<file path="src/rtl/dkong_snd_pkg.sv">
// Shared types and widths for the Donkey Kong sound-board ROM arbiter.
package dkong_snd_pkg;

    typedef enum logic [1:0] {IDLE, ISSUE, WAIT} snd_arb_state_t;
    typedef enum logic {REQ_CPU, REQ_WAV} snd_req_t;

    localparam int SND_MEM_AW = 20;
    localparam int SND_CPU_AW = 12;
    localparam int SND_WAV_AW = 19;

    // Memory address = base + zero-extended requester offset, wrapping at 2^20.
    function automatic logic [SND_MEM_AW-1:0] snd_mem_addr(
        input logic [SND_MEM_AW-1:0] base,
        input logic [SND_MEM_AW-1:0] offset
    );
        return base + offset;
    endfunction

endpackage

</file>
<file path="src/rtl/dkong_rom_tag_cache.sv">
// One-entry hit cache: tag, valid bit and data byte for a single ROM requester.
module dkong_rom_tag_cache #(
    parameter int AW = 12
) (
    input  logic          i_clk,
    input  logic          i_rst,
    input  logic          i_flush,
    input  logic [AW-1:0] i_addr,
    input  logic          i_grant,
    input  logic          i_fill,
    input  logic [7:0]    i_fill_data,
    output logic          o_hit,
    output logic [7:0]    o_data
);

    logic [AW-1:0] r_tag;
    logic [AW-1:0] r_pend_tag;
    logic          r_valid;
    logic          r_flushed;
    logic [7:0]    r_data;

    assign o_hit  = r_valid & ~i_flush & (r_tag == i_addr);
    assign o_data = r_data;

    always_ff @(posedge i_clk) begin
        if (i_rst) begin
            r_tag      <= '0;
            r_pend_tag <= '0;
            r_valid    <= 1'b0;
            r_flushed  <= 1'b0;
            r_data     <= 8'h00;
        end else begin
            // A flush seen while our fetch is in flight must keep that fill untagged.
            if (i_grant) begin
                r_pend_tag <= i_addr;
                r_flushed  <= 1'b0;
            end else if (i_flush) begin
                r_flushed  <= 1'b1;
            end
            if (i_flush)
                r_valid <= 1'b0;
            if (i_fill) begin
                r_tag   <= r_pend_tag;
                r_data  <= i_fill_data;
                r_valid <= ~(r_flushed | i_flush);
            end
        end
    end

endmodule

</file>
<file path="src/rtl/dkong_sound_rom_arbiter.sv">
// Shares one byte-wide memory port between the 8035 program ROM and the wave ROM,
// with a one-entry cache per requester and alternating priority on tied misses.
module dkong_sound_rom_arbiter
    import dkong_snd_pkg::*;
#(
    parameter logic [19:0] CPU_BASE = 20'h80000,
    parameter logic [19:0] WAV_BASE = 20'h00000
) (
    input  logic        I_CLK,
    input  logic        I_RST,
    input  logic        I_FLUSH,
    input  logic        I_CPU_REQ,
    input  logic [11:0] I_CPU_A,
    output logic        O_CPU_ACK,
    output logic [7:0]  O_CPU_DO,
    input  logic        I_WAV_REQ,
    input  logic [18:0] I_WAV_A,
    output logic        O_WAV_ACK,
    output logic [7:0]  O_WAV_DO,
    output logic [19:0] O_MEM_A,
    output logic        O_MEM_RD,
    input  logic [7:0]  I_MEM_DO,
    input  logic        I_MEM_VALID
);

    snd_arb_state_t        r_state;
    snd_req_t              r_grant;
    snd_req_t              r_last_grant;
    logic                  r_cpu_ack;
    logic                  r_wav_ack;
    logic [SND_MEM_AW-1:0] r_mem_a;
    logic                  r_mem_rd;

    logic w_idle;
    logic w_cpu_req, w_wav_req;
    logic w_cpu_hit, w_wav_hit;
    logic w_cpu_hit_go, w_wav_hit_go;
    logic w_cpu_miss, w_wav_miss;
    logic w_grant_cpu, w_grant_wav;
    logic w_fill_cpu, w_fill_wav;
    logic [SND_MEM_AW-1:0] w_cpu_mem_a, w_wav_mem_a;

    assign w_idle = (r_state == IDLE);

    // Masking REQ during its own ACK cycle stops a late-dropping requester being served twice.
    assign w_cpu_req = I_CPU_REQ & ~r_cpu_ack;
    assign w_wav_req = I_WAV_REQ & ~r_wav_ack;

    assign w_cpu_hit_go = w_idle & w_cpu_req & w_cpu_hit;
    assign w_wav_hit_go = w_idle & w_wav_req & w_wav_hit;
    assign w_cpu_miss   = w_idle & w_cpu_req & ~w_cpu_hit;
    assign w_wav_miss   = w_idle & w_wav_req & ~w_wav_hit;

    assign w_grant_cpu = w_cpu_miss & (~w_wav_miss | (r_last_grant == REQ_WAV));
    assign w_grant_wav = w_wav_miss & ~w_grant_cpu;

    assign w_fill_cpu = (r_state == WAIT) & I_MEM_VALID & (r_grant == REQ_CPU);
    assign w_fill_wav = (r_state == WAIT) & I_MEM_VALID & (r_grant == REQ_WAV);

    assign w_cpu_mem_a = snd_mem_addr(CPU_BASE, {{(SND_MEM_AW-SND_CPU_AW){1'b0}}, I_CPU_A});
    assign w_wav_mem_a = snd_mem_addr(WAV_BASE, {{(SND_MEM_AW-SND_WAV_AW){1'b0}}, I_WAV_A});

    dkong_rom_tag_cache #(.AW(SND_CPU_AW)) u_cpu_cache (
        .i_clk       (I_CLK),
        .i_rst       (I_RST),
        .i_flush     (I_FLUSH),
        .i_addr      (I_CPU_A),
        .i_grant     (w_grant_cpu),
        .i_fill      (w_fill_cpu),
        .i_fill_data (I_MEM_DO),
        .o_hit       (w_cpu_hit),
        .o_data      (O_CPU_DO)
    );

    dkong_rom_tag_cache #(.AW(SND_WAV_AW)) u_wav_cache (
        .i_clk       (I_CLK),
        .i_rst       (I_RST),
        .i_flush     (I_FLUSH),
        .i_addr      (I_WAV_A),
        .i_grant     (w_grant_wav),
        .i_fill      (w_fill_wav),
        .i_fill_data (I_MEM_DO),
        .o_hit       (w_wav_hit),
        .o_data      (O_WAV_DO)
    );

    always_ff @(posedge I_CLK) begin
        if (I_RST) begin
            r_state      <= IDLE;
            r_grant      <= REQ_CPU;
            r_last_grant <= REQ_WAV;
            r_cpu_ack    <= 1'b0;
            r_wav_ack    <= 1'b0;
            r_mem_a      <= '0;
            r_mem_rd     <= 1'b0;
        end else begin
            r_cpu_ack <= 1'b0;
            r_wav_ack <= 1'b0;
            r_mem_rd  <= 1'b0;
            case (r_state)
                IDLE: begin
                    r_cpu_ack <= w_cpu_hit_go;
                    r_wav_ack <= w_wav_hit_go;
                    if (w_grant_cpu) begin
                        r_mem_a      <= w_cpu_mem_a;
                        r_grant      <= REQ_CPU;
                        r_last_grant <= REQ_CPU;
                        r_mem_rd     <= 1'b1;
                        r_state      <= ISSUE;
                    end else if (w_grant_wav) begin
                        r_mem_a      <= w_wav_mem_a;
                        r_grant      <= REQ_WAV;
                        r_last_grant <= REQ_WAV;
                        r_mem_rd     <= 1'b1;
                        r_state      <= ISSUE;
                    end
                end
                ISSUE: r_state <= WAIT;
                WAIT: begin
                    if (I_MEM_VALID) begin
                        r_state <= IDLE;
                        if (r_grant == REQ_CPU)
                            r_cpu_ack <= 1'b1;
                        else
                            r_wav_ack <= 1'b1;
                    end
                end
                default: r_state <= IDLE;
            endcase
        end
    end

    assign O_CPU_ACK = r_cpu_ack;
    assign O_WAV_ACK = r_wav_ack;
    assign O_MEM_A   = r_mem_a;
    assign O_MEM_RD  = r_mem_rd;

endmodule
</file>
<file path="config.mk">
export PLATFORM = sky130hd
export DESIGN_NAME = dkong_sound_rom_arbiter
export DESIGN_NICKNAME = d
export VERILOG_FILES = /design/src/rtl/dkong_snd_pkg.sv /design/src/rtl/dkong_rom_tag_cache.sv /design/src/rtl/dkong_sound_rom_arbiter.sv
export SDC_FILE = /design/constraint.sdc
export NUM_CORES = 1
export LEC_CHECK = 0
export ABC_AREA = 1
export ABC_CLOCK_PERIOD_IN_PS = 1770
export BUFFER_PORTS_ARGS = -buffer_cell sky130_fd_sc_hd__buf_2
export CAP_MARGIN = 30
export CORE_ASPECT_RATIO = 1.4
export CORE_MARGIN = 5
export CORE_UTILIZATION = 45
export DETAILED_ROUTE_END_ITERATION = 12
export GPL_ROUTABILITY_DRIVEN = 0
export GPL_TIMING_DRIVEN = 0
export PLACE_DENSITY = 0.68
export SETUP_SLACK_MARGIN = 0.2
export SLEW_MARGIN = 40
export SYNTH_ARGS = -nofsm -noshare
export SYNTH_HDL_FRONTEND = slang
export SYNTH_HIERARCHICAL = 1
export SYNTH_SLANG_ARGS = --single-unit
</file>
<file path="constraint.sdc">
create_clock -name I_CLK -period 1.77 [get_ports I_CLK]
set_clock_uncertainty 0.15 [all_clocks]
set_input_delay 0 -clock I_CLK [delete_from_list [all_inputs] [get_ports I_CLK]]
set_output_delay 0 -clock I_CLK [all_outputs]
set_load 0.02 [all_outputs]
</file>
==> results of run 1 <==
-- how the worst max path moves through the flow --
stage / startpoint / to / slack, ns / cells after the start
floorplan: u_cpu_cache/r_tag[6] / u_cpu_cache/r_pend_tag[0] / -0.06 / 16
global placement: u_wav_cache/r_tag[4] / u_cpu_cache/r_pend_tag[6] / -0.40 / 13
detailed placement: u_cpu_cache/r_tag[1] / u_wav_cache/r_pend_tag[12] / -0.48 / 15
CTS: u_wav_cache/r_tag[16] / u_cpu_cache/r_pend_tag[9] / -0.26 / 13
global route: u_wav_cache/r_tag[5] / u_cpu_cache/r_pend_tag[9] / -0.58 / 16
finish: u_wav_cache/r_tag[5] / u_wav_cache/r_pend_tag[17] / -0.50 / 17
-- what timing repair did --
item / 4_1_cts / 5_1_grt
gates resized for setup: 112 / 136
pin swaps: 27 / 53
setup buffers: 13 / 14
hold buffers: 57 / 1
endpoints found under the hold margin: 103 / 3
setup endpoints to repair: 106 / 108
gates cloned: 5 / 3
-- layout by cell type (no fill, tap or decap), types with 3 or more instances in the layout --
cell	synthesis	layout
sky130_fd_sc_hd__o21ai_1	5	9
sky130_fd_sc_hd__buf_4	6	19
sky130_fd_sc_hd__dlymetal6s4s_1	0	3
sky130_fd_sc_hd__buf_12	0	7
sky130_fd_sc_hd__nor2_2	0	8
sky130_fd_sc_hd__a211oi_2	31	39
sky130_fd_sc_hd__nor2_1	66	36
sky130_fd_sc_hd__xnor2_1	5	3
sky130_fd_sc_hd__buf_2	13	88
sky130_fd_sc_hd__a21oi_1	43	26
sky130_fd_sc_hd__inv_2	8	23
sky130_fd_sc_hd__buf_6	8	19
sky130_fd_sc_hd__buf_8	0	9
sky130_fd_sc_hd__nand2_1	174	145
sky130_fd_sc_hd__dfxtp_2	0	20
sky130_fd_sc_hd__nand3_2	1	15
sky130_fd_sc_hd__dlygate4sd3_1	0	55
sky130_fd_sc_hd__inv_1	81	60
sky130_fd_sc_hd__dfxtp_1	109	89
sky130_fd_sc_hd__inv_4	0	4
sky130_fd_sc_hd__nand4_1	20	20
sky130_fd_sc_hd__nor2_4	1	23
sky130_fd_sc_hd__a21oi_2	0	17
sky130_fd_sc_hd__nand3_1	35	20
sky130_fd_sc_hd__nand2_4	1	14
sky130_fd_sc_hd__clkbuf_16	0	12
sky130_fd_sc_hd__buf_16	0	3
sky130_fd_sc_hd__o21ai_2	0	5
sky130_fd_sc_hd__nand2_2	1	15
sky130_fd_sc_hd__clkbuf_1	7	4
-- flip-flops by register name (all words and copies together) (netlist names) --
register	count
u_wav_cache/r_flushed	1
O_CPU_ACK	1
O_MEM_RD	1
u_wav_cache/r_tag	19
u_wav_cache/r_valid	1
O_MEM_A	20
u_wav_cache/r_pend_tag	19
u_cpu_cache/r_tag	12
u_cpu_cache/r_valid	1
r_grant	1
u_cpu_cache/o_data	8
r_last_grant	1
u_cpu_cache/r_pend_tag	12
r_state	2
u_wav_cache/o_data	8
u_cpu_cache/r_flushed	1
O_WAV_ACK	1
-- power breakdown --
group	internal, mW	total, mW	switching (mW)	leakage (nW)
sequential	2.63	2.76	0.132	0.899
combinational	0.753	1.67	0.919	2.34
clock	1.10	2.01	0.915	0.138
total	4.48	6.44	1.97	3.37
-- area by class of cell --
| cell class | instances | area [µm²] |
|---|---|---|
| well taps | 141 | 176 |
| repair buffers | 175 | 1440 |
| flip-flops and latches | 109 | 2210 |
| clock inverters | 6 | 63.8 |
| plain buffers | 34 | 390 |
| fillers | 768 | 3110 |
| clock buffers | 10 | 229 |
| multi-input cells | 412 | 2750 |
| inverters | 92 | 393 |
-- cells by family (layout without fill, tap and decap cells) --
| kind of cell | count (synthesis) | count (layout) | synth area share |
|---|---|---|---|
| and+or+nand+nor | 305 | 305 | 0.265 |
| buffers and inverters | 126 | 317 | 0.118 |
| DFF | 109 | 109 | 0.448 |
| AOI/OAI and AO/OA | 101 | 101 | 0.159 |
| xor gates and xnor gates | 6 | 6 | 0.0108 |
-- per-stage QoR --
| step | setup WS, ns | cells | TNS [ns] | hold WS [ns] |
|---|---|---|---|---|
| after floorplan | -0.0607 | 647 | -0.959 | -0.0241 |
| after global placement | -0.396 | 870 | -17.75 | 0.102 |
| after detailed placement | -0.483 | 870 | -21.93 | 0.113 |
| after CTS | -0.264 | 961 | -9.63 | -0.196 |
| after global routing | -0.576 | 979 | -25.88 | -0.0177 |
| final | -0.502 | 979 | -22.53 | -0.0475 |
-- critical path: stages, from the launching register on --
cell and delay, ns:
sky130_fd_sc_hd__dfxtp_2 0.35, sky130_fd_sc_hd__inv_2 0.05, sky130_fd_sc_hd__nand2_1 0.06, sky130_fd_sc_hd__nand2_1 0.08, sky130_fd_sc_hd__inv_1 0.07, sky130_fd_sc_hd__nand2_1 0.07
sky130_fd_sc_hd__nor2_1 0.12, sky130_fd_sc_hd__nand3_2 0.12, sky130_fd_sc_hd__nor2_4 0.19, sky130_fd_sc_hd__inv_2 0.09, sky130_fd_sc_hd__nand4_4 0.14, sky130_fd_sc_hd__nand2_8 0.08
sky130_fd_sc_hd__nand2_8 0.09, sky130_fd_sc_hd__clkinv_8 0.08, sky130_fd_sc_hd__buf_8 0.15, sky130_fd_sc_hd__buf_12 0.14, sky130_fd_sc_hd__nand2_4 0.05, sky130_fd_sc_hd__a21oi_2 0.05
-- per-layer routing --
metal  part of all wire  wire length (µm)  vias up
li1                   -                 -     2442
met1               0.37              6330     2484
met2               0.52              8880      204
met3              0.059              1000       55
met4              0.048               821        2
met5            0.00041                 7        -
==> qor.txt, run 1 <==
================================================================================
Final critical-path setup slack ...................................    -0.502 ns
Vias per inst .....................................................         5.30
Layout area overhead ..............................................        56.8%
Hold path start ...................................................    I_WAV_REQ
Utilization after layout ..........................................        0.711
Standard cell area after detailed placement .......................  0.00560 mm²
Iteration count of the initial detailed-routing pass ..............            5
Rel. slew slack ...................................................        0.448
Port buffer count .................................................           82
Number of cells produced by synthesis .............................          647
Summed area of non-filler cells in the final layout ...............  0.00765 mm²
Most used flip-flop cell after synthesis .......................... sky130_fd_sc_hd__dfxtp_1
Max-cap viol count ................................................            0
Worst min-delay path class ........................................ primary input to flip-flop
Mean instance size in the synthesized netlist .....................     7.54 µm²
Peak supply drop ..................................................   0.000577 V
Number of flops mapped to enable cells by yosys ...................            0
Number of antenna violations at the first check in global routing .            1
Ant diodes ........................................................            0
Starting utilization of the core area .............................        0.453
Worst-margin pin slew .............................................     0.827 ns
Height of the chip ................................................       133 µm
Achievable frequency ..............................................      440 MHz
Via count .........................................................         5187
Areal power density over the cells ................................   842 mW/mm²
Vias in the first global route ....................................         4977
Clock Sinks .......................................................          109
Launching element type of the critical path .......................    flip-flop
Reg-to-reg endpoint ............................................... u_wav_cache/r_pend_tag[17]
Post-layout net count .............................................          878
Top post-synthesis cells by area .................................. sky130_fd_sc_hd__dfxtp_1, sky130_fd_sc_hd__nand2_1, sky130_fd_sc_hd__a211oi_2
Count of synthesis-stage warnings from yosys ......................            6
Total die area ....................................................   0.0130 mm²
DP HPWL ...........................................................      10.0 mm
Most frequent cell after synthesis ................................ sky130_fd_sc_hd__nand2_1
Standard-cell row count ...........................................           45
Share of the synthesized area in the top cell type ................        0.448
Share of the clock period used by the worst path after layout .....         1.28
Crit path arrival time ............................................      2.35 ns
Overall power after layout ........................................      6.44 mW
Routed wirelength normalized by instance count ....................      17.4 µm
Clock-pin slew on the worst setup and hold paths ..................      0.07 ns
First-iteration detailed-routing DRC count ........................          298
Reg-to-reg critical path startpoint ............................... u_wav_cache/r_tag[5]
Area leader, netlist .............................................. sky130_fd_sc_hd__dfxtp_1
Unrepaired setup endpoints after global routing ...................         true
Worst reg-to-reg setup slack ......................................     -0.50 ns
Unique cell type count in the Yosys netlist .......................           30
Number of buffers created by CTS ..................................            9
Pin count of the biggest net entering global routing ..............           18
Register bit count reported by yosys ..............................          109
Portion of the post-synthesis area used by sequential elements ....        0.448
Synthesized Nets ..................................................          692
Chip width ........................................................      98.0 µm
Worst-path fanout max .............................................            5
Aggregate global routing overflow .................................            0
CTS tree ..........................................................        built
Post-route antenna net violation count ............................            0
Hold Fails Final Rpt ..............................................            1
Total number of H-tree levels .....................................            3
Library cell used as clock root buffer ............................ sky130_fd_sc_hd__clkbuf_16
DRC violation count after routing .................................            0
Setup CP Type ..................................................... flip-flop to flip-flop
Share of cells above drive strength 1 .............................        0.432
Setup Viol. Count Final ...........................................           57
Netlist Area Pre-Place ............................................  0.00488 mm²
GRT Max-Usage Layer ...............................................         met2
GR Layer Usage met2 ...............................................        0.399
Buffer levels on the longest clock path ...........................            2
Worst r2r path cells ..............................................           17
Global-route wire length before repair ............................      24.4 mm
Met3 layer usage reported by global route .........................       0.0534
Global Route met1 Usage ...........................................        0.269
Min Tclk post-route ...............................................      2.27 ns
Hold WS ...........................................................   -0.0475 ns
Worst hold path stage count .......................................            5
Endpoint kind of the worst setup timing path ......................    flip-flop
Async S/R FF share, synth .........................................            0
Most frequent cells after synthesis ............................... sky130_fd_sc_hd__nand2_1, sky130_fd_sc_hd__dfxtp_1, sky130_fd_sc_hd__inv_1
Clock insertion delay at the later pin of the skew report .........      0.34 ns
Number of top-level pins ..........................................           84
Total wirelength of the detailed-routed design ....................      17.0 mm
Violations in the final reports ................................... negative hold slack, negative setup slack
Worst-case hold path end point ....................................    O_WAV_ACK
Required @ worst endpoint .........................................      1.85 ns
Final Max Slew Viols ..............................................            0
Overall global routing resource usage .............................        0.232
Core Area .........................................................   0.0108 mm²
Leakage power of the design .......................................      3.37 nW
Run status ........................................................ complete, but fails checks
================================================================================
No activity file was read; power rests on OpenSTA's default activity.
==> run 2: changes to the inputs <==
--- a/config.mk
+++ b/config.mk
@@ -11,11 +11,11 @@
 export CAP_MARGIN = 30
 export CORE_ASPECT_RATIO = 1.4
 export CORE_MARGIN = 5
-export CORE_UTILIZATION = 45
+export CORE_UTILIZATION = 40
 export DETAILED_ROUTE_END_ITERATION = 12
 export GPL_ROUTABILITY_DRIVEN = 0
 export GPL_TIMING_DRIVEN = 0
-export PLACE_DENSITY = 0.68
+export PLACE_DENSITY = 0.61
 export SETUP_SLACK_MARGIN = 0.2
 export SLEW_MARGIN = 40
 export SYNTH_ARGS = -nofsm -noshare
==> qor.txt, run 2 (synthesis results as in run 1) <==
================================================================================
Run status ........................................................ complete, but fails checks   unchanged
Violations in the final reports ................................... negative hold slack, negative setup slack   unchanged
Number of antenna violations at the first check in global routing .            1   unchanged
Areal power density over the cells ................................   846 mW/mm²   was 842 mW/mm²
Min Tclk post-route ...............................................      2.12 ns   was 2.27 ns
DP HPWL ...........................................................      10.3 mm   was 10.0 mm
Overall power after layout ........................................      6.66 mW   was 6.44 mW
Clock-pin slew on the worst setup and hold paths ..................      0.07 ns   about the same
Launching element type of the critical path .......................    flip-flop   unchanged
Commonest non-fill, non-tap cell in the layout .................... sky130_fd_sc_hd__nand2_1   unchanged
Vias in the first global route ....................................         5032   was 4977
Total number of H-tree levels .....................................            3   unchanged
Most frequent cells in the layout ................................. sky130_fd_sc_hd__nand2_1, sky130_fd_sc_hd__buf_2, sky130_fd_sc_hd__dfxtp_1   was sky130_fd_sc_hd__nand2_1, sky130_fd_sc_hd__dfxtp_1, sky130_fd_sc_hd__buf_2
Clock Sinks .......................................................          109   unchanged
Ant diodes ........................................................            0   unchanged
Crit path arrival time ............................................      2.22 ns   was 2.35 ns
Final Max Slew Viols ..............................................            0   unchanged
CTS tree ..........................................................        built   unchanged
Standard-cell row count ...........................................           47   was 45
Worst Setup Slack post-DPL ........................................    -0.490 ns   was -0.483 ns
Final critical-path setup slack ...................................    -0.353 ns   was -0.502 ns
Iteration count of the initial detailed-routing pass ..............            5   unchanged
Total die area ....................................................   0.0145 mm²   was 0.0130 mm²
Routed wirelength normalized by instance count ....................      17.1 µm   was 17.4 µm
Height of the chip ................................................       141 µm   was 133 µm
Leakage power of the design .......................................      3.46 nW   was 3.37 nW
Pin count of the biggest net entering global routing ..............           18   unchanged
Worst min-delay path class ........................................ primary input to flip-flop   unchanged
Achievable frequency ..............................................      471 MHz   was 440 MHz
Summed area of non-filler cells in the final layout ...............  0.00788 mm²   was 0.00765 mm²
Peak supply drop ..................................................   0.000539 V   was 0.000577 V
Standard cell area after detailed placement .......................  0.00561 mm²   was 0.00560 mm²
Global-route wire length before repair ............................      25.2 mm   was 24.4 mm
Starting utilization of the core area .............................        0.410   was 0.453
Share of the clock period used by the worst path after layout .....         1.20   was 1.28
Filler Cells Inserted .............................................          958   was 768
Setup CP Type ..................................................... flip-flop to flip-flop   unchanged
Rel. slew slack ...................................................        0.478   was 0.448
Hold WS ...........................................................   -0.0790 ns   was -0.0475 ns
DRC violation count after routing .................................            0   unchanged
Overall global routing resource usage .............................        0.222   was 0.232
Total wirelength of the detailed-routed design ....................      17.2 mm   was 17.0 mm
Layout area overhead ..............................................        61.6%   was 56.8%
Number of buffers created by CTS ..................................            9   unchanged
Endpoint kind of the worst setup timing path ......................    flip-flop   unchanged
Required @ worst endpoint .........................................      1.86 ns   was 1.85 ns
Worst-path fanout max .............................................            5   unchanged
Share of cells above drive strength 1 .............................        0.449   was 0.432
Clock insertion delay at the later pin of the skew report .........      0.36 ns   was 0.34 ns
Aggregate global routing overflow .................................            0   unchanged
Largest register FFs ..............................................           20   unchanged
Vias per inst .....................................................         5.11   was 5.30
Max-cap viol count ................................................            0   unchanged
Core Area .........................................................   0.0119 mm²   was 0.0108 mm²
Post-route antenna net violation count ............................            0   unchanged
Worst-margin pin slew .............................................     0.783 ns   was 0.827 ns
Setup Viol. Count Final ...........................................           57   unchanged
First-iteration detailed-routing DRC count ........................          265   was 298
Unrepaired setup endpoints after global routing ...................         true   unchanged
Number of top-level pins ..........................................           84   unchanged
Library cell used as clock root buffer ............................ sky130_fd_sc_hd__clkbuf_16   unchanged
Accumulated negative setup slack ..................................    -14.82 ns   was -22.53 ns
Port buffer count .................................................           82   unchanged
Hold Fails Final Rpt ..............................................            1   unchanged
Buffer levels on the longest clock path ...........................            2   unchanged
Post-layout net count .............................................          899   was 878
Via count .........................................................         5144   was 5187
Chip width ........................................................       103 µm   was 98.0 µm
================================================================================
[run 2: power breakdown]
part	switching (mW)	internal, mW	leakage, nW
logic	0.895	0.799	2.41
clock network	0.936	1.28	0.152
registers	0.125	2.63	0.900
[run 2: timing repair]
action,CTS,global route
endpoints found under the setup margin,106,99
pin swaps,20,43
setup buffers,25,10
resized for setup,131,103
endpoints found under the hold margin,102,3
hold buffers,62,1
gates cloned,7,10
[run 2: worst paths after layout]
kind                               from                         to  slack [ns]  cells past startpoint
max reg2reg        u_wav_cache/r_tag[7]  u_wav_cache/r_pend_tag[3]       -0.35                     17
max                u_wav_cache/r_tag[7]  u_wav_cache/r_pend_tag[3]       -0.35                     17
min                           I_WAV_REQ                  O_WAV_ACK       -0.08                      5
min reg2reg  u_wav_cache/r_pend_tag[11]      u_wav_cache/r_tag[11]        0.31                      2
[run 2: routing by layer]
metal | share of wire | vias up | track usage
met5 | 0.00076 | - | 0
met3 | 0.058 | 45 | 0.0484
li1 | - | 2496 | -
met1 | 0.38 | 2425 | 0.253
met2 | 0.53 | 176 | 0.386
met4 | 0.037 | 2 | 0.108
[run 2: critical path, stage by stage, from the launching register on]
cell and delay, ns:
sky130_fd_sc_hd__dfxtp_2 0.34, sky130_fd_sc_hd__inv_2 0.04, sky130_fd_sc_hd__nand2_1 0.05, sky130_fd_sc_hd__nand2_1 0.06
sky130_fd_sc_hd__inv_2 0.05, sky130_fd_sc_hd__nand2_2 0.05, sky130_fd_sc_hd__nor2_1 0.11, sky130_fd_sc_hd__nand3_1 0.13
sky130_fd_sc_hd__nor2_4 0.17, sky130_fd_sc_hd__inv_2 0.08, sky130_fd_sc_hd__nand4_4 0.14, sky130_fd_sc_hd__nand2_8 0.09
sky130_fd_sc_hd__nand2_8 0.08, sky130_fd_sc_hd__clkinv_8 0.07, sky130_fd_sc_hd__buf_12 0.13, sky130_fd_sc_hd__clkbuf_16 0.15
sky130_fd_sc_hd__nand2_1 0.06, sky130_fd_sc_hd__a21oi_1 0.06
[run 2: area by class of cell]
class                   instances  area, µm²  area share
clock buffers                  11        243      0.0308
multi-input cells             412       2640       0.334
well taps                     147        184      0.0233
inverters                      92        393      0.0498
flip-flops and latches        109       2210       0.280
clock inverters                 5       83.8      0.0106
plain buffers                  34        413      0.0524
repair inverters                1       6.26    0.000794
repair buffers                195       1710       0.217
[run 2: per-stage QoR]
step | hold WS [ns] | util | instances
detailed placement | 0.112 | 0.472 | 876
global route | -0.0405 | 0.663 | 1006
floorplan | -0.0241 | - | 647
global placement | 0.102 | 0.472 | 876
CTS | -0.0716 | 0.614 | 986
finish | -0.0790 | 0.663 | 1006
==> run 3: changes to the inputs <==
--- a/config.mk
+++ b/config.mk
@@ -15,10 +15,9 @@
 export DETAILED_ROUTE_END_ITERATION = 12
 export GPL_ROUTABILITY_DRIVEN = 0
 export GPL_TIMING_DRIVEN = 0
-export PLACE_DENSITY = 0.61
+export PLACE_DENSITY = 0.62
 export SETUP_SLACK_MARGIN = 0.2
 export SLEW_MARGIN = 40
 export SYNTH_ARGS = -nofsm -noshare
 export SYNTH_HDL_FRONTEND = slang
-export SYNTH_HIERARCHICAL = 1
 export SYNTH_SLANG_ARGS = --single-unit
==> qor.txt, run 3 <==
================================================================================
Run status ........................................................ complete, but fails checks   unchanged
Violations in the final reports ................................... negative hold slack, negative setup slack   unchanged
Count of synthesis-stage warnings from yosys ......................            0   was 6
Peak supply drop ..................................................   0.000699 V   was 0.000539 V
Top post-synthesis cells by area .................................. sky130_fd_sc_hd__dfxtp_1, sky130_fd_sc_hd__nand2_1, sky130_fd_sc_hd__nor2_1   was sky130_fd_sc_hd__dfxtp_1, sky130_fd_sc_hd__nand2_1, sky130_fd_sc_hd__a211oi_2
Buffer levels on the longest clock path ...........................            2   unchanged
Number of antenna violations at the first check in global routing .            0   was 1
Number of flops mapped to enable cells by yosys ...................            0   unchanged
DP HPWL ...........................................................      9.82 mm   was 10.3 mm
Reg-to-reg critical path startpoint ............................... u_cpu_cache.r_tag[11]   was u_wav_cache/r_tag[7]
CTS tree ..........................................................        built   unchanged
Endpoint kind of the worst setup timing path ......................    flip-flop   unchanged
Aggregate global routing overflow .................................            0   unchanged
Post-route antenna net violation count ............................            0   unchanged
Clock Sinks .......................................................          109   unchanged
Portion of the post-synthesis area used by sequential elements ....        0.481   was 0.448
Hold Fails Final Rpt ..............................................            5   was 1
Origin of the worst setup path .................................... u_cpu_cache.r_tag[11]   was u_wav_cache/r_tag[7]
Rel. slew slack ...................................................        0.514   was 0.478
Iteration count of the initial detailed-routing pass ..............            6   was 5
Share of the synthesized area in the top cell type ................        0.481   was 0.448
Worst-path fanout max .............................................            5   unchanged
Sequential cell area ..............................................  0.00220 mm²   was 0.00221 mm²
Final critical-path setup slack ...................................    -0.154 ns   was -0.353 ns
Total wirelength of the detailed-routed design ....................      14.7 mm   was 17.2 mm
Number of top-level pins ..........................................           84   unchanged
Number of buffers created by CTS ..................................            9   unchanged
Most frequent cell after synthesis ................................ sky130_fd_sc_hd__nand2_1   unchanged
Share of the clock period used by the worst path after layout .....         1.09   was 1.20
Most frequent cells after synthesis ............................... sky130_fd_sc_hd__nand2_1, sky130_fd_sc_hd__dfxtp_1, sky130_fd_sc_hd__nor2_1   was sky130_fd_sc_hd__nand2_1, sky130_fd_sc_hd__dfxtp_1, sky130_fd_sc_hd__inv_1
Vias per inst .....................................................         5.00   was 5.11
Ant diodes ........................................................            0   unchanged
Area leader, netlist .............................................. sky130_fd_sc_hd__dfxtp_1   unchanged
Unique cell type count in the Yosys netlist .......................           25   was 30
Mean instance size in the synthesized netlist .....................     7.02 µm²   was 7.54 µm²
Library cell used as clock root buffer ............................ sky130_fd_sc_hd__clkbuf_16   unchanged
Number of cells produced by synthesis .............................          647   unchanged
Clock-pin slew on the worst setup and hold paths ..................      0.08 ns   was 0.07 ns
DRC violation count after routing .................................            0   unchanged
Setup CP Type ..................................................... flip-flop to flip-flop   unchanged
Total number of H-tree levels .....................................            3   unchanged
Async S/R FF share, synth .........................................            0   unchanged
Min Tclk post-route ...............................................      1.92 ns   was 2.12 ns
Total die area ....................................................   0.0136 mm²   was 0.0145 mm²
Hold WS ...........................................................    -0.132 ns   was -0.0790 ns
Final Max Slew Viols ..............................................            0   unchanged
Routed wirelength normalized by instance count ....................      15.4 µm   was 17.1 µm
Global-route wire length before repair ............................      22.3 mm   was 25.2 mm
Commonest non-fill, non-tap cell in the layout .................... sky130_fd_sc_hd__nand2_1   unchanged
Post-layout net count .............................................          847   was 899
Setup Viol. Count Final ...........................................           45   was 57
Via count .........................................................         4757   was 5144
Worst min-delay path class ........................................ primary input to flip-flop   unchanged
Core Area .........................................................   0.0112 mm²   was 0.0119 mm²
Areal power density over the cells ................................   903 mW/mm²   was 846 mW/mm²
Worst Setup Slack post-DPL ........................................    -0.385 ns   was -0.490 ns
Launching element type of the critical path .......................    flip-flop   unchanged
Starting utilization of the core area .............................        0.404   was 0.410
Required @ worst endpoint .........................................      1.86 ns   about the same
Netlist Area Pre-Place ............................................  0.00454 mm²   was 0.00488 mm²
Port buffer count .................................................           82   unchanged
Crit path arrival time ............................................      2.01 ns   was 2.22 ns
Synthesized Nets ..................................................          692   unchanged
Height of the chip ................................................       136 µm   was 141 µm
CP max stage cell ................................................. sky130_fd_sc_hd__dfxtp_1   was sky130_fd_sc_hd__dfxtp_2
Pin count of the biggest net entering global routing ..............           19   was 18
Cell type with the highest occurrence count on the critical path .. sky130_fd_sc_hd__nand2_1
Largest register FFs ..............................................           20   unchanged
Max-cap viol count ................................................            0   unchanged
Register bit count reported by yosys ..............................          109   unchanged
Overall global routing resource usage .............................        0.209   was 0.222
Hold path start ...................................................    I_CPU_REQ   was I_WAV_REQ
Most frequent cells in the layout ................................. sky130_fd_sc_hd__nand2_1, sky130_fd_sc_hd__dfxtp_1, sky130_fd_sc_hd__buf_2   was sky130_fd_sc_hd__nand2_1, sky130_fd_sc_hd__buf_2, sky130_fd_sc_hd__dfxtp_1
Filler Cells Inserted .............................................         1104   was 958
Leakage power of the design .......................................      3.04 nW   was 3.46 nW
Standard-cell row count ...........................................           46   was 47
Accumulated negative setup slack ..................................     -4.49 ns   was -14.82 ns
Vias in the first global route ....................................         4609   was 5032
Critical path's largest stage delay ...............................      0.35 ns   was 0.34 ns
Layout area overhead ..............................................        42.8%   was 61.6%
Achievable frequency ..............................................      520 MHz   was 471 MHz
First-iteration detailed-routing DRC count ........................          245   was 265
Cell chain of the critical path ................................... inv_1, nand2_1, nand2_1, nor2_1, nand2_1, nor2_4, a21boi_4, buf_12, a21oi_4, nor2_4, buf_6, nand2_1, nand2_1   was inv_2, nand2_1, nand2_1, inv_2, nand2_2, nor2_1, nand3_1, nor2_4, inv_2, nand4_4, nand2_8, nand2_8, clkinv_8, buf_12, clkbuf_16, nand2_1, a21oi_1
Share of cells above drive strength 1 .............................        0.275   was 0.449
Unrepaired setup endpoints after global routing ...................         true   unchanged
Area of combinational cells with multiple inputs ..................  0.00227 mm²   was 0.00264 mm²
Most used flip-flop cell after synthesis .......................... sky130_fd_sc_hd__dfxtp_1   unchanged
Chip width ........................................................       100 µm   was 103 µm
Clock insertion delay at the later pin of the skew report .........      0.35 ns   was 0.36 ns
Worst-margin pin slew .............................................     0.729 ns   was 0.783 ns
================================================================================
## run 3: critical path: cells and delay by family, from the launching register on
| family | cells | cell delay [ns] |
|---|---|---|
| buf+inv | 3 | 0.36 |
| flops | 1 | 0.35 |
| compound gates | 2 | 0.33 |
| simple gates | 8 | 0.61 |
## run 3: where the power goes
part	internal [mW]	leakage, nW	total (mW)	switching (mW)
Combinational	0.482	2.01	1.18	0.700
Clock	1.00	0.135	1.94	0.942
Sequential	2.62	0.894	2.73	0.102
Total	4.11	3.04	5.85	1.74
## run 3: final cells by class
cell class / instances / area share
Tap cell: 144 / 0.0278
Clock inverter: 6 / 0.00714
Timing Repair Buffer: 145 / 0.164
Clock buffer: 10 / 0.0369
Buffer: 32 / 0.0392
Inverter: 62 / 0.0359
Multi-Input combinational cell: 443 / 0.350
Sequential cell: 109 / 0.339
## run 3: worst paths after layout
kind	endpoint	slack, ns	cells after the start
worst max-delay path	u_wav_cache.r_pend_tag[3]	-0.15	13
worst min-delay path	O_CPU_ACK	-0.13	5
worst max register to register	u_wav_cache.r_pend_tag[3]	-0.15	13
worst min register to register	u_wav_cache.r_pend_tag[4]	0.29	2
## run 3: what timing repair did
item / CTS / global route
resized for setup: 52 / 91
cloned: 1 / 5
setup buffers: 6 / 4
endpoints found under the hold margin: 77 / 9
hold buffers: 44 / 3
setup endpoints to repair: 108 / 103
pin swaps: 6 / 16
## run 3: through the flow
stage | instances | power, mW | instance area (µm²) | util
4_1_cts | 939 | 5.72 | 6120 | 0.545
3_3_place_gp | 873 | 3.64 | 5150 | 0.459
6_report | 951 | 5.85 | 6480 | 0.578
2_1_floorplan | 647 | 3.32 | 4560 | -
3_5_place_dp | 873 | 3.65 | 5150 | 0.459
5_1_grt | 951 | 6.10 | 6480 | 0.578
## run 3: cells by family (layout without fill, tap and decap cells)
kind of cell              Yosys count  count (layout)  synth area share
AOI/OAI and AO/OA                 102             102             0.121
DFF                               109             109             0.481
xor gates and xnor gates            3               3           0.00579
and+or+nand+nor                   338             338             0.308
buffers and inverters              95             255            0.0849
## run 3: layer usage
layer,up-vias,part of all wire,GRT usage
met5,-,0,0
met4,0,0.046,0.0989
met1,2216,0.38,0.231
met2,142,0.53,0.380
met3,42,0.051,0.0400
li1,2357,-,-
